### config.mk
export PLATFORM = sky130hd
export DESIGN_NAME = rr_onehot_arbiter
export DESIGN_NICKNAME = d
export VERILOG_FILES = /design/src/rtl/rr_onehot_arbiter.sv
export SDC_FILE = /design/constraint.sdc
export NUM_CORES = 1
export LEC_CHECK = 0
export CAP_MARGIN = 20
export CORE_UTILIZATION = 54
export CTS_BUF_LIST = sky130_fd_sc_hd__clkbuf_2
export DETAILED_ROUTE_END_ITERATION = 8
export HOLD_SLACK_MARGIN = 0.1
export PLACE_DENSITY = 0.79
export SLEW_MARGIN = 10
export SYNTH_ARGS = -nofsm -noshare
export SYNTH_HDL_FRONTEND = slang
export SYNTH_SLANG_ARGS = --single-unit
### constraint.sdc
create_clock -name clk -period 2.9 [get_ports clk]
set_clock_uncertainty 0.1 [all_clocks]
set_input_delay 0.435 -clock clk [delete_from_list [all_inputs] [get_ports clk]]
set_output_delay 0.435 -clock clk [all_outputs]
set_load 0.005 [all_outputs]
### src/rtl/rr_onehot_arbiter.sv
// 8-way round-robin arbiter whose registered grant is always zero or one-hot, feeding an 8-to-3 encoder.
// Latency: request to grant is 1 cycle; each grant is followed by at least one idle cycle.
// Backpressure: none; the owner holds its grant until it drops req or MAX_HOLD cycles expire.
module rr_onehot_arbiter #(
    parameter int N        = 8,
    parameter int MAX_HOLD = 16
) (
    input  logic         clk,
    input  logic         rst_n,
    input  logic [N-1:0] req,
    output logic [N-1:0] grant,
    output logic         grant_valid,
    output logic         timeout
);

    localparam int PW = (N > 1) ? $clog2(N) : 1;
    localparam int CW = $clog2(MAX_HOLD + 1);

    typedef enum logic {
        IDLE = 1'b0,
        OWN  = 1'b1
    } state_t;

    state_t        state;
    state_t        state_nxt;
    logic [PW-1:0] ptr;
    logic [PW-1:0] ptr_nxt;
    logic [PW-1:0] owner;
    logic [PW-1:0] owner_nxt;
    logic [CW-1:0] hold_cnt;
    logic [CW-1:0] hold_cnt_nxt;
    logic [N-1:0]  grant_nxt;
    logic          timeout_nxt;

    logic [N-1:0]  rot_req;
    logic [PW-1:0] pick;
    logic          pick_vld;
    logic          owner_req;
    logic          hold_done;
    logic          release_own;

    // rot_req[i] is the request that sits i positions after the pointer.
    always_comb begin
        rot_req = '0;
        for (int i = 0; i < N; i++) begin
            rot_req[i] = req[(int'(ptr) + i) % N];
        end
    end

    // Scan from the highest offset down so the lowest offset from ptr wins.
    always_comb begin
        pick     = '0;
        pick_vld = 1'b0;
        for (int i = N - 1; i >= 0; i--) begin
            if (rot_req[i]) begin
                pick     = PW'((int'(ptr) + i) % N);
                pick_vld = 1'b1;
            end
        end
    end

    assign owner_req   = req[owner];
    assign hold_done   = (hold_cnt == CW'(MAX_HOLD));
    assign release_own = !owner_req || hold_done;

    always_ff @(posedge clk) begin
        if (!rst_n) begin
            state       <= IDLE;
            ptr         <= '0;
            owner       <= '0;
            hold_cnt    <= '0;
            grant       <= '0;
            grant_valid <= 1'b0;
            timeout     <= 1'b0;
        end else begin
            state       <= state_nxt;
            ptr         <= ptr_nxt;
            owner       <= owner_nxt;
            hold_cnt    <= hold_cnt_nxt;
            grant       <= grant_nxt;
            grant_valid <= |grant_nxt;
            timeout     <= timeout_nxt;
        end
    end

    always_comb begin
        state_nxt = state;
        case (state)
            IDLE: if (pick_vld) state_nxt = OWN;
            OWN:  if (release_own) state_nxt = IDLE;
            default: state_nxt = IDLE;
        endcase
    end

    always_comb begin
        ptr_nxt      = ptr;
        owner_nxt    = owner;
        hold_cnt_nxt = hold_cnt;
        grant_nxt    = grant;
        timeout_nxt  = 1'b0;
        case (state)
            IDLE: begin
                grant_nxt    = '0;
                hold_cnt_nxt = '0;
                if (pick_vld) begin
                    owner_nxt       = pick;
                    hold_cnt_nxt    = CW'(1);
                    grant_nxt[pick] = 1'b1;
                end
            end
            OWN: begin
                if (release_own) begin
                    // A force-released owner drops to lowest priority in the next scan.
                    grant_nxt    = '0;
                    hold_cnt_nxt = '0;
                    ptr_nxt      = (owner == PW'(N - 1)) ? '0 : owner + PW'(1);
                    timeout_nxt  = owner_req && hold_done;
                end else begin
                    hold_cnt_nxt = hold_cnt + CW'(1);
                end
            end
            default: begin
                grant_nxt    = '0;
                hold_cnt_nxt = '0;
            end
        endcase
    end

endmodule

======== Word-level counts from Yosys, hierarchy flattened ========
Index checks and enable logic that the tools add are counted.
cells by class
  mux-type cells .......................... 53
  magnitude comparators ................... 11
  bitwise logic cells ..................... 8
  multiply operators ...................... 0
  add/subtract/negate cells ............... 9
  eq/ne operators ......................... 2
  shift operators ......................... 0
  reductions and logical operators ........ 15
  divide/modulo/power cells ............... 0
operator list
  cell                                                                    number
  4-bit by 5-bit < comparator with 1-bit output (second input constant)   7
  1-bit two-way mux                                                       28
  1-bit binary-select mux with 3-bit select                               9
  3-bit two-way mux                                                       9
  3-bit OR reduction                                                      7
  8-bit two-way mux                                                       2
  8-bit one-hot mux with 2 select lines                                   1
  3-bit adder (second input constant)                                     4
  3-bit by 4-bit < comparator with 1-bit output (second input constant)   3
  5-bit one-hot mux with 2 select lines                                   1
  8-bit OR reduction                                                      1
  1-bit bitwise AND (first input constant)                                7
  3-bit by 1-bit adder with 3-bit output (second input constant)          2
  3-bit by 2-bit adder with 3-bit output (second input constant)          2
  5-bit by 1-bit adder with 5-bit output (second input constant)          1
  5-bit equality test (second input constant)                             1
  5-bit two-way mux                                                       1
  2-bit AND reduction                                                     2
  1-bit demux with 3-bit select                                           1
  3-bit equality test (second input constant)                             1
  3-bit by 1-bit >= comparator with 1-bit output (second input constant)  1
  3-bit AND reduction                                                     1
  1-bit logical AND                                                       2
  1-bit one-hot mux with 2 select lines                                   1
  other kinds (3)                                                         3
word-level totals
  bits in read-only memories .............. 0
  bits in latches ......................... 0
  output and inout port bits .............. 10
  register bits after elaboration ......... 22
  memories ................................ 0
  memory bits (writable) .................. 0

======== Logic depth before layout (Yosys ltp) ========
Gate-level depths: netlist of run 1.
  depth in word-level cells ............... 21
  mapped depth ............................ 14
  depth with buffers taken out ............ 9

======== Worst setup path before layout of run 1 ========
OpenSTA, ideal clock, no wires.
  path kind ............................... register -> register
  start point ............................. reg ptr[1]
  end point ............................... reg grant[5]
  setup slack ............................. -0.203 ns
  data required time ...................... 2.683 ns
  arrival ................................. 2.885 ns
  clock period less this slack ............ 3.103 ns
  cell stages (with the launch flop) ...... 12
  buffers on the path ..................... 3
  cell sequence ........................... dfxtp_1 -> buf_4 -> buf_4 -> inv_1 -> ha_1 -> buf_6 -> mux2_1 -> mux4_2 -> nor4b_1 -> a211o_1 -> o21a_2 -> a32o_1
on the way
  longest elaborated chain between the ends .. 18
  elaborated cells on any way between the ends .. 53
RTL lines
  what                                                                                                                                   RTL line  source
  start: declaration                                                                                                                     26        logic [PW-1:0] ptr;
  start signal: assignment                                                                                                               77        ptr <= ptr_nxt;
  3-bit adder                                                                                                                            46, 56
  1-bit binary-select mux with 3-bit select                                                                                              46        rot_req[i] = req[(int'(ptr) + i) % N];
  1-bit two-way mux (not written as such) (2 in a row)                                                                                   46
  3-bit two-way mux (8 in a row)                                                                                                         55        if (rot_req[i]) begin
  3-bit by 4-bit < comparator with 1-bit output (not written as such) or 3-bit by 1-bit >= comparator with 1-bit output (tied branches)  108       grant_nxt[pick] = 1'b1;
  1-bit logical AND (not written as such)                                                                                                108
  1-bit two-way mux (not written as such)                                                                                                108
  1-bit demux with 3-bit select                                                                                                          108
  8-bit two-way mux *                                                                                                                    105       if (pick_vld) begin
  8-bit one-hot mux with 2 select lines *                                                                                                101       case (state)
  end signal: assignment                                                                                                                 80        grant <= grant_nxt;
  end: declaration                                                                                                                       11        output logic [N-1:0] grant,
Every way passes the cells marked *; elsewhere a longest branch is shown, timed or not. The select of a mux whose other input is x is not followed.
A chain may end at the register's enable or synchronous reset.

======== Final worst setup path of run 1 ========
  start point ............................. reg ptr[0]
  end point ............................... reg grant[4]
Same word-level chain as after synthesis.

==> metrics.cfg, run 1 <==
[critical_path]
path_max_fanout = 5
end_kind = flip-flop
crit_type = reg -> reg
critical_path_required_ns = 3.04
worstPathArrival_ns = 3.01
cp-start-kind = flip-flop

[floorplan]
die_h_um = 63.6
dieArea_um2 = 4050
initial_utilization_pct = 56.0
die_x_um = 63.6
core_um2 = 3660
ioPinCount = 20
rows = 22

[yosys]
synth.most_common_cell = dfxtp_1
synth_area_leaders = dfxtp_1 21%, mux4_2 16%, mux2i_1 5.4%, ha_1 3.7%, nand2_1 3.3%
synth_edf_count = 0
ys_seq_elements = 22
synth_top_area_share_pct = 21.5
netlist_instances = 202
synthArstFlopShare_pct = 0
synth.distinct_cells = 60
seq_area_frac_synth_pct = 21.5
synth-main-ff-cell = dfxtp_1
synth_area_um2 = 2050
synth.top_cells.by_count = 22 x dfxtp_1, 18 x nand2_1, 15 x mux4_2
syn_nets = 218
avgSynthCellArea_um2 = 10.2
ys_warn_count = 0
yosysTopAreaCell = dfxtp_1

[sta]
fmax_mhz = 349
finalHoldWorstSlack_ns = 0.397
setup_viol = 0
relSlewSlack_pct = 60.5
finalMaxSlewViolations = 0
worst_slew_pin_slew_ns = 0.591
tns_ns = 0
period_needed_ns = 2.86
rsz0062_at_grt = yes
fin_crit_sh_pct = 98.7
fin_ws_ns = 0.0366
hold_viol = 0

[place]
port_buffers = 19
gp_congestion = 0.883
pre_cts_ws_ns = -0.182
place_area_um2 = 2450
dp_hpwl_um = 3640

[global_routing]
antenna_found_initial = 0
track_usage_pct = 25.5
grt_overflow = 0
grt_pass1_wl_um = 8110
grt_max_degree = 19
grt_pass1_vias = 1651

[clocking]
cts_buffers = 3
clk_latency_ns = 0.33
cts_num_sinks = 22
cts.clk_slew.worst_paths_ns = 0.21
clk_path_buf_depth = 2
cts_max_level = 1
cts_tree = built
cts_root_buf = clkbuf_2

[finish]
drive_gt1_share_pct = 31.1
final_area_um2 = 2560
final_nets = 258
fill_cells = 282
syn_to_final_growth_pct = 24.6
num_antenna_cells = 0

[power]
powerDensity_nw_per_um2 = 944
leakage_nw = 0.987
vdd_drop_max_mv = 0.531

[routing]
drt_iter0_markers = 154
dr.pass1.iters = 4
drt_wl_total_um = 4890
vias = 1805
drc_errors = 0
ant_nets = 0
avgViaCountPerCell = 6.25
wire_per_inst_um = 16.9

[run]
cap_violations = 0

[worst_hold_path]
hold_path.class = reg -> reg

[outcome]
status = completed

-- flip-flops by register name, indices dropped and copies added (netlist names) --
signal and count:
ptr 3, timeout 1, grant 8, hold_cnt 5, state 1, owner 3
grant_valid 1
-- cells in the final DEF (no fill, tap or decap), types with 2 or more instances in the layout --
cell type	n
a21oi_1	3
a221oi_1	4
a31oi_1	4
a32o_1	6
and2_1	2
and3_1	2
and4_1	2
buf_12	2
buf_4	27
clkbuf_2	3
clkdlybuf4s50_1	19
dfxtp_1	20
dfxtp_2	2
ha_1	5
inv_1	9
mux2_2	4
mux2_4	4
mux2i_1	10
mux2i_4	2
mux4_1	2
mux4_2	15
nand2_1	18
nand3_1	2
nor2_1	13
nor2b_1	4
nor4_1	3
o2111ai_1	3
o21a_1	3
o21ai_0	3
o21ai_1	3
o31ai_1	2
or3_1	2
xnor2_1	2
xor2_1	3
-- worst max-delay path, cell delays in order, from the launching register on --
cell and delay (ns):
dfxtp_2 0.41, inv_2 0.07, ha_4 0.31, buf_6 0.14
mux2_4 0.30, mux4_2 0.53, o2111ai_1 0.21, o2111ai_1 0.18
o221ai_2 0.15, nor2_1 0.11, a32o_1 0.27
-- stage by stage --
stage / power, W / utilization, % / std cells
floorplan: 0.00158 / - / 202
global placement: 0.00202 / 66.8 / 282
detailed placement: 0.00206 / 66.8 / 282
CTS: 0.00229 / 68.4 / 287
global route: 0.00258 / 69.8 / 289
finish: 0.00241 / 69.8 / 289
-- worst paths after layout --
kind                        from             endpoint  slack (ns)  cells after the start
max reg2reg  ptr[0]$_SDFFE_PN0P_  grant[4]$_SDFF_PN0_        0.04                     10
max          ptr[0]$_SDFFE_PN0P_  grant[4]$_SDFF_PN0_        0.04                     10
min reg2reg  grant[3]$_SDFF_PN0_  grant[3]$_SDFF_PN0_        0.40                      2
min          grant[3]$_SDFF_PN0_  grant[3]$_SDFF_PN0_        0.40                      2
-- logic make-up (layout without fill, tap and decap cells) --
| group | after synthesis | in the layout | share of synthesized area [%] |
|---|---|---|---|
| buffers and inverters | 25 | 64 | 6.71 |
| multiplexers | 39 | 39 | 32.1 |
| adder cells (fa/ha/maj) | 6 | 6 | 3.66 |
| flip-flops | 22 | 22 | 21.5 |
| AND/OR/NAND/NOR | 58 | 58 | 14.4 |
| XOR/XNOR | 6 | 6 | 3.48 |
| AO/OA/AOI/OAI | 46 | 46 | 18.2 |
-- repair_timing --
item | 4_1_cts | 5_1_grt
endpoints found under the setup margin | 8 | 9
gates resized for setup | 1 | 7
hold buffers | 0 | 0
pin swaps | 1 | 1
buffers inserted | 1 | 2
-- cell type report --
| class | instances | area [um^2] | share of cell area [%] |
|---|---|---|---|
| multi-input cells | 155 | 1520 | 59.5 |
| repair buffers | 49 | 444 | 17.4 |
| flip-flops and latches | 22 | 443 | 17.3 |
| well taps | 48 | 60.1 | 2.35 |
| inverters | 11 | 43.8 | 1.71 |
| clock inverters | 1 | 30.0 | 1.17 |
| clock buffers | 3 | 15.0 | 0.587 |
-- metal layers --
layer  vias up  global-route usage, %  wire [um]
met5         -                      0          0
met4         0                   4.55         53
met3        10                   4.71        264
met2        58                   39.6       2360
met1       868                   36.9       2200
li1        869                      -          -
-- power by group --
group	switching [W]	internal [W]	leakage (nW)
registers	0.0000648	0.000370	0.180
logic	0.000858	0.000908	0.780
clock network	0.0000929	0.000119	0.0266
total	0.00102	0.00140	0.987
Note: power is estimated with default switching activity, not from simulation.
==> run 2: changes to the inputs <==
SLEW_MARGIN = not set   (was 10)
==> results of run 2 <==
The final DEF is identical to that of run 1; final timing and power are the same.
==> run 3: changes to the inputs <==
CTS_CLUSTER_SIZE = 16   (was not set)
==> results of run 3 <==
The final DEF is identical to that of run 1; final timing and power are the same.
